**config.mk**
```make
export PLATFORM = sky130hd
export DESIGN_NAME = flash_loader
export DESIGN_NICKNAME = d
export VERILOG_FILES = /design/src/rtl/flash_loader.sv
export SDC_FILE = /design/constraint.sdc
export NUM_CORES = 1
export LEC_CHECK = 0
export BUFFER_PORTS_ARGS = -buffer_cell sky130_fd_sc_hd__buf_4
export CORE_MARGIN = 4
export CORE_UTILIZATION = 50
export CTS_CLUSTER_DIAMETER = 100
export DETAILED_ROUTE_END_ITERATION = 10
export PLACE_DENSITY = 0.77
export RECOVER_POWER = 25
export SLEW_MARGIN = 20
export SYNTH_ARGS = -nofsm -noshare
export SYNTH_HDL_FRONTEND = slang
export SYNTH_SLANG_ARGS = --single-unit
```
**constraint.sdc**
```tcl
create_clock -name clk -period 1.63 [get_ports clk]
set_clock_uncertainty 0.1 [all_clocks]
set_input_delay 0.2445 -clock clk [delete_from_list [all_inputs] [get_ports clk]]
set_output_delay 0.2445 -clock clk [all_outputs]
set_load 0.005 [all_outputs]
```
**src/rtl/flash_loader.sv**
```systemverilog
// flash_loader: parses addr/count/data byte packets and writes 16-bit words to a flash port.
// Optional readback verify is compiled in with FLASH_LOADER_VERIFY_EN.
module flash_loader #(
    parameter int flash_width = 14
) (
    input  logic                   clk,
    input  logic                   rst,
    input  logic                   in_valid,
    input  logic [7:0]             in_data,
    output logic                   in_ready,
    output logic                   mem_ce,
    output logic                   mem_we,
    output logic [flash_width-1:0] mem_a,
    output logic [15:0]            mem_wd,
    input  logic [15:0]            mem_rd,
    output logic                   busy,
    output logic                   done,
    output logic                   error
);
    typedef enum logic [3:0] {
        IDLE, ADDR_HI, CNT_LO, CNT_HI, DAT_LO, DAT_HI, WRITE, VRD, VCMP, FIN, ERR
    } state_t;

    state_t                 r_state, w_next;
    logic [flash_width-1:0] r_addr, r_mem_a;
    logic [15:0]            r_cnt, r_mem_wd, w_pair;
    logic [7:0]             r_lo;
    logic                   r_error, w_hs, w_match, w_step, w_last;

`ifdef FLASH_LOADER_VERIFY_EN
    localparam bit VERIFY = 1'b1;
    assign w_match = mem_rd == r_mem_wd;
`else
    localparam bit VERIFY = 1'b0;
    logic w_unused;
    assign w_match  = 1'b1;
    assign w_unused = ^mem_rd;
`endif

    // r_lo holds whichever low byte is pending: address, count or data
    assign w_pair   = {in_data, r_lo};
    assign w_hs     = in_valid && in_ready;
    assign w_last   = r_cnt == 16'd1;
    assign w_step   = VERIFY ? (r_state == VCMP && w_match) : (r_state == WRITE);
    assign in_ready = !rst && (r_state inside {IDLE, ADDR_HI, CNT_LO, CNT_HI, DAT_LO, DAT_HI});
    assign mem_ce   = !rst && (r_state == WRITE || r_state == VRD);
    assign mem_we   = !rst && r_state == WRITE;
    assign busy     = !rst && r_state != IDLE;
    assign done     = !rst && r_state == FIN;
    assign mem_a    = r_mem_a;
    assign mem_wd   = r_mem_wd;
    assign error    = r_error;

    always_comb begin
        w_next = r_state;
        case (r_state)
            IDLE:    w_next = w_hs ? ADDR_HI : IDLE;
            ADDR_HI: w_next = w_hs ? CNT_LO : ADDR_HI;
            CNT_LO:  w_next = w_hs ? CNT_HI : CNT_LO;
            CNT_HI:  w_next = w_hs ? (w_pair == 16'd0 ? FIN : DAT_LO) : CNT_HI;
            DAT_LO:  w_next = w_hs ? DAT_HI : DAT_LO;
            DAT_HI:  w_next = w_hs ? WRITE : DAT_HI;
            WRITE:   w_next = VERIFY ? VRD : (w_last ? FIN : DAT_LO);
            VRD:     w_next = VCMP;
            VCMP:    w_next = w_match ? (w_last ? FIN : DAT_LO) : ERR;
            FIN:     w_next = IDLE;
            ERR:     w_next = ERR;
            default: w_next = IDLE;
        endcase
    end

    always_ff @(posedge clk) begin
        if (rst) begin
            r_state  <= IDLE;
            r_addr   <= '0;
            r_mem_a  <= '0;
            r_cnt    <= '0;
            r_mem_wd <= '0;
            r_lo     <= '0;
            r_error  <= 1'b0;
        end else begin
            r_state <= w_next;
            if (w_hs && (r_state == IDLE || r_state == CNT_LO || r_state == DAT_LO))
                r_lo <= in_data;
            if (w_hs && r_state == ADDR_HI)
                r_addr <= w_pair[flash_width-1:0];
            if (w_hs && r_state == CNT_HI)
                r_cnt <= w_pair;
            if (w_hs && r_state == DAT_HI) begin
                r_mem_a  <= r_addr;
                r_mem_wd <= w_pair;
            end
            if (w_step) begin
                r_addr <= r_addr + flash_width'(1);
                r_cnt  <= r_cnt - 16'd1;
            end
            if (r_state == VCMP && !w_match)
                r_error <= 1'b1;
        end
    end
endmodule

```
==> results of run 1 <==
## cells by family (layout without fill, tap and decap cells)
kind of cell,Yosys count,after routing
other,1,1
DFF,72,72
adders and majority gates,3,3
buffers and inverters,34,153
xor gates and xnor gates,3,3
and+or+nand+nor,195,196
AOI/OAI and AO/OA,113,113
muxes,8,8
## registers in the layout, indices dropped and copies added, names as in the netlist
register and count:
r_cnt 16, r_lo 8, r_addr 14, mem_wd 16, mem_a 14, r_state 4
## cell type report
class                           instances  area share (%)
Tap cell                               77            1.87
Sequential cell                        72            28.4
Clock inverter                          6            2.12
Timing Repair Buffer                  134            22.3
Inverter                                4           0.292
Clock buffer                            9            2.41
Multi-Input combinational cell        324            42.6
## worst max-delay path, delay by kind of cell, from the launching register on
family | cells | cell delay, ns
buf+inv | 2 | 0.25
flops | 1 | 0.37
compound gates | 2 | 0.60
simple gates | 2 | 0.43
## placed cells by master (no fill, tap or decap), types with 3 or more instances in the layout
cell type  instances
dfxtp_1           65
a21oi_1           43
buf_4             99
dfxtp_4            3
nor4_4             4
nor3_1             4
ha_1               3
and3_1             4
buf_6             13
nand4_1            8
bufinv_16          3
mux2i_1            7
or3_1              4
buf_12             3
or4_1              3
dfxtp_2            4
nand3_1           11
nor3b_1            4
o21ai_2            3
nor4_1             8
a221oi_2           3
clkbuf_8           9
nand2_2            4
nor2_1            23
a21oi_2            6
o211ai_1           7
nand3_2            3
inv_1              4
nand2_1           82
a31oi_1           17
o21a_1             3
clkbuf_4          13
## path summary, 6_finish.rpt
path / startpoint / to / slack [ns]
worst max-delay path: r_state[0] / r_addr[7] / -0.27
worst min-delay path: in_data[7] / mem_wd[15] / 0.08
worst max register to register: r_state[0] / r_addr[7] / -0.27
worst min register to register: mem_a[10] / mem_a[10] / 0.35
## what timing repair did
item,in CTS,in global routing
pin swaps,20,29
setup endpoints to repair,43,76
endpoints found under the hold margin,0,0
buffers inserted,7,13
resized for setup,38,58
cloned,2,2
## cell usage after synthesis (all sizes together), types with 5 or more instances
library cell	n
nand2	88
dfxtp	72
a21oi	49
nor2	24
clkbuf	22
a31oi	17
nand3	15
nor4	13
buf	8
mux2i	8
nand4	8
o211ai	7
and3	6
nor3	6
nor3b	6
o21ai	6
or3	6
or4	5
## power groups by stage
stage | combinational (W) | sequential (W) | clock, W
after global placement | 0.000299 | 0.00184 | 0
after floorplan | 0.000160 | 0.00184 | 0
after CTS | 0.000333 | 0.00180 | 0.00169
final | 0.000408 | 0.00180 | 0.00169
after detailed placement | 0.000305 | 0.00184 | 0
after global routing | 0.000427 | 0.00180 | 0.00176
## per-layer routing
metal | up-vias | global-route usage [%] | wire (um)
li1 | 1799 | - | -
met1 | 1928 | 32.9 | 4810
met2 | 281 | 41.1 | 5850
met3 | 68 | 7.19 | 1370
met4 | 0 | 13.6 | 571
met5 | - | 0 | 0
## metrics by stage
| stage | setup TNS, ns | setup WS (ns) | cell area, sq um | cells |
|---|---|---|---|---|
| 2_1_floorplan | -0.907 | -0.163 | 3500 | 429 |
| 3_3_place_gp | -2.78 | -0.151 | 4330 | 589 |
| 3_5_place_dp | -3.93 | -0.200 | 4330 | 589 |
| 4_1_cts | -2.14 | -0.182 | 4800 | 613 |
| 5_1_grt | -6.01 | -0.286 | 5140 | 626 |
| 6_report | -3.70 | -0.270 | 5140 | 626 |
==> impl_metrics.yaml, run 1 <==
clock_tree:
  clockBufferDepth: 2
  clk_pin_slew_ns: 0.08
  cts_tree: "built"
  cts_made_buffers: 9
  cts_root_buf: "clkbuf_8"
  h-tree-depth: 3
  clk_latency_ns: 0.35
  cts_sinks: 72
  hold_buffers: 0
status:
  violations: "setup timing"
  status: "complete, but fails checks"
power:
  power_w: 0.00390
  peakVddDrop_mv: 0.574
  switching_share_pct: 24.0
  power_switching_w: 0.000936
  power.internal_w: 0.00297
  p_per_area_nw_per_um2: 760
  comb_power_share_pct: 10.5
  seqPwrFrac_pct: 46.1
  leakage_nw: 1.94
  p_clk_share_pct: 43.4
critical_path:
  crit_type: "flop to flop"
  crit_path_max_fanout: 5
  start_kind: "flop"
  arrival_ns: 2.01
  rr_worst_depth: 6
  slowest_delay_ns: 0.42
  worst_setup_path_end_kind: "flop"
  required_ns: 1.74
  slowest_stage: "o311ai_0"
  worstPathCellList: "and4bb_4 > buf_4 > buf_8 > nand2_4 > o311ai_0 > a31oi_1"
route:
  drc_errors: 0
  drt_iter0_markers: 457
  wirelength_um: 12600
  wl_per_cell_um: 20.1
  first_pass_iters: 6
  ant_nets: 0
  vias_per_cell: 6.51
  vias: 4076
finish:
  layout-drive-gt1-share_pct: 39.3
  multi_input_area_sq_um: 2190
  area_growth_pct: 49.2
  n_antenna_cell: 0
  fin_nets: 575
  ff_latch_area_sq_um: 1460
  fillers: 407
  fin_util_pct: 78.7
grt:
  grt_usage_pct: 26.2
  grt_max_degree: 46
  grt_pass1_wl_um: 17700
  grt_pass1_vias: 3666
  antenna_found_initial: 0
  grt-ovfl-total: 0
yosys:
  synth_xor_area_share_pct: 0.763
  ys.flop_type: "dfxtp_1"
  yosys.area.top_type_share_pct: 41.8
  synth_area_sq_um: 3440
  syn_inst: 429
  ys_async_sr_fraction_pct: 0
  yosys.area_share.adder_pct: 1.09
  synth_edf_count: 0
  syn-num-nets: 459
  ys_types: 59
  synth-simple-area-share_pct: 28.9
  syn_avg_cell_area_sq_um: 8.03
  muxShareOfSynthArea_pct: 2.32
  yosysWarnings: 0
  ys_seq_area_share_pct: 41.8
  synth_top_cell_by_area: "dfxtp_1"
  synth_compound_area_share_pct: 20.9
  ys_ff_latch: 72
  synth_top_family_by_area: "simple AND/OR/NAND/NOR gates"
  synth.area.top_cells: "dfxtp_1 (42%), nand2_1 (9.6%), a21oi_1 (7.1%)"
sta:
  rsz0062_at_grt: "yes"
  hold_ws_ns: 0.0776
  fin_crit_sh_pct: 117
  fmax_ghz: 0.526
  fin_ws_ns: -0.270
  finalMaxSlewViolations: 0
  min_period_ns: 1.90
  setup_viol: 46
  hold_viol: 0
run:
  drv_cap: 0
floorplan:
  io_pins: 63
  rows: 29
  die_h_um: 91
  core_area_sq_um: 6530
  die_w_um: 91
  dieArea_sq_um: 8280
  initial_core_util_pct: 52.7
hold_path:
  whs_path_depth: 3
  hold_path_class: "input pin to flop"
place:
  dp_hpwl_um: 7210
  portBuffers: 45
  place_congestion: 0.887
(Power assumes the default switching activity.)
==> run 2, diff against run 1 <==
Settings changed: CELL_PAD_IN_SITES_DETAIL_PLACEMENT set to 1, CELL_PAD_IN_SITES_GLOBAL_PLACEMENT set to 1, CORE_UTILIZATION 50 to 37.
==> run 2 against run 1 <==
- the run still ends with setup timing left
- utilization fell by 15 points
- wire length up 53%
- die area rose by 32%
- first-iteration DRC count decreased by 6.1%
- non-clock buffer count grew 21
- global-route usage increased by 1.3 points
- worst hold slack gained 0.11 ns
- critical path depth fell by 2
- maximum frequency up 0.45%
- largest power group unchanged
==> impl_metrics.yaml, run 2 (synthesized netlist as in run 1, its figures left out) <==
status:
  status: "complete, but fails checks"
  violations: "setup timing"
finish:
  mostFrequentLayoutCell: "buf_4"
  n_antenna_cell: 0
  fin_util_pct: 63.6
  fin_nets: 596
  mostFrequentLayoutCells: "buf_4 (116), nand2_1 (67), dfxtp_1 (64)"
  fin_cells: 679
  layout-drive-gt1-share_pct: 48.9
  fillers: 1000
  area_growth_pct: 64.1
sta:
  fin_ws_ns: -0.261
  worst_pin_slew_ns: 0.744
  min_period_ns: 1.89
  hold_viol: 0
  setup_viol: 74
  slew_headroom_pct: 50.4
  fin_crit_sh_pct: 116
  fmax_ghz: 0.529
  rsz0062_at_grt: "yes"
  finalMaxSlewViolations: 0
critical_path:
  start_kind: "flop"
  arrival_ns: 2.09
  crit_path_max_fanout: 4
  required_ns: 1.82
  rrSetupSlack_ns: -0.26
  rr_worst_depth: 4
  r2r_start: "r_cnt[7]"
  crit_type: "flop to flop"
  reg2reg_to: "r_cnt[12]"
  worst_setup_path_end_kind: "flop"
grt:
  grt_use_met3_pct: 5.96
  top_usage_layer: "met2"
  grt_pass1_wl_um: 23900
  grt_use_met2_pct: 46.5
  grt_max_degree: 56
  grt_pass1_vias: 4316
  grt_usage_pct: 27.5
  antenna_found_initial: 1
  grt-ovfl-total: 0
  gr-usage-met1_pct: 33.7
place:
  place_inst: 632
  portBuffers: 45
  dp_slack_ns: -0.231
  place_congestion: 0.921
  dp_hpwl_um: 9110
clock_tree:
  clk_latency_ns: 0.37
  clk_pin_slew_ns: 0.09
  cts_sinks: 72
  cts_made_buffers: 9
  cts_root_buf: "clkbuf_8"
  h-tree-depth: 3
  clockBufferDepth: 2
  cts_tree: "built"
power:
  seqPwrFrac_pct: 44.8
  peakVddDrop_mv: 0.556
  switching_share_pct: 28.2
  p_per_area_nw_per_um2: 715
  power_switching_w: 0.00114
  leakage_nw: 2.11
  power.internal_w: 0.00290
  p_clk_share_pct: 42.8
  comb_power_share_pct: 12.4
route:
  vias_per_cell: 6.63
  wl_per_cell_um: 28.3
  wirelength_um: 19200
  drt_iter0_markers: 429
  drc_errors: 0
  ant_nets: 0
  vias: 4503
  first_pass_iters: 7
hold_path:
  min_from: "in_data[1]"
  whs_path_depth: 4
  holdPathEnd: "r_lo[1]"
  hold_path_class: "input pin to flop"
floorplan:
  io_pins: 63
  core_area_sq_um: 8890
  dieArea_sq_um: 10900
  die_h_um: 104
  initial_core_util_pct: 38.7
  rows: 34
  die_w_um: 104
run:
  drv_cap: 0
## run 2: changes by cell type in the layout (fill, tap and decap cells not counted), moves of 8 or more
cell | previous run | this run
a21oi_2 | 6 | 15
a21oi_1 | 43 | 32
clkbuf_4 | 13 | 5
nand2_2 | 4 | 15
buf_4 | 99 | 116
nand2_1 | 82 | 67
## run 2: timing repair
item / CTS / global route
gates cloned: 1 / 5
gates resized for setup: 64 / 106
hold buffers: 0 / 0
setup buffers: 15 / 11
setup endpoints to repair: 47 / 77
pin swaps: 35 / 40
## run 2: how the worst max path moves through the flow
stage                from          to  depth (start not counted)
2_1_floorplan    r_cnt[8]  r_state[2]                          4
3_3_place_gp   r_state[3]     r_lo[7]                          6
3_5_place_dp     r_cnt[3]    r_cnt[9]                          4
4_1_cts        r_state[2]        done                          4
5_1_grt          r_cnt[7]  r_state[3]                          5
6_report         r_cnt[7]   r_cnt[12]                          4
## run 2: power by group through the flow
| stage | registers [W] | clock network, W | logic [W] |
|---|---|---|---|
| 5_1_grt | 0.00181 | 0.00179 | 0.000511 |
| 6_report | 0.00181 | 0.00173 | 0.000500 |
| 3_5_place_dp | 0.00184 | 0 | 0.000333 |
| 2_1_floorplan | 0.00184 | 0 | 0.000160 |
| 4_1_cts | 0.00180 | 0.00167 | 0.000381 |
| 3_3_place_gp | 0.00184 | 0 | 0.000326 |
## run 2: area by class of cell
| cell class | instances | area [sq um] | share of cell area [%] |
|---|---|---|---|
| clock inverters | 6 | 90.1 | 1.59 |
| multi-input cells | 324 | 2450 | 43.3 |
| flip-flops and latches | 72 | 1460 | 25.8 |
| well taps | 108 | 135 | 2.39 |
| clock buffers | 10 | 138 | 2.43 |
| inverters | 4 | 18.8 | 0.332 |
| repair buffers | 155 | 1370 | 24.2 |
## run 2: routing by layer
layer | share of wire [%] | vias up | wire, um
li1 | - | 1841 | -
met1 | 37 | 2189 | 7150
met2 | 48 | 353 | 9190
met3 | 9.5 | 118 | 1820
met4 | 5.6 | 2 | 1070
met5 | 0.068 | - | 13
## run 2: per-stage QoR
step	setup TNS (ns)	instance area, sq um	hold WS (ns)	total power [W]
after floorplan	-0.907	3500	0.280	0.00200
after global placement	-3.68	4460	0.343	0.00217
after detailed placement	-5.29	4460	0.350	0.00218
after CTS	-2.64	5080	0.196	0.00386
after global routing	-12.49	5650	0.205	0.00411
final	-8.97	5650	0.189	0.00404
## run 2: worst max-delay path, stage by stage, from the launching register on
cell and delay (ns):
dfxtp_2 0.34, or4_4 0.58, or2_4 0.29, or3_1 0.35, a31oi_1 0.15
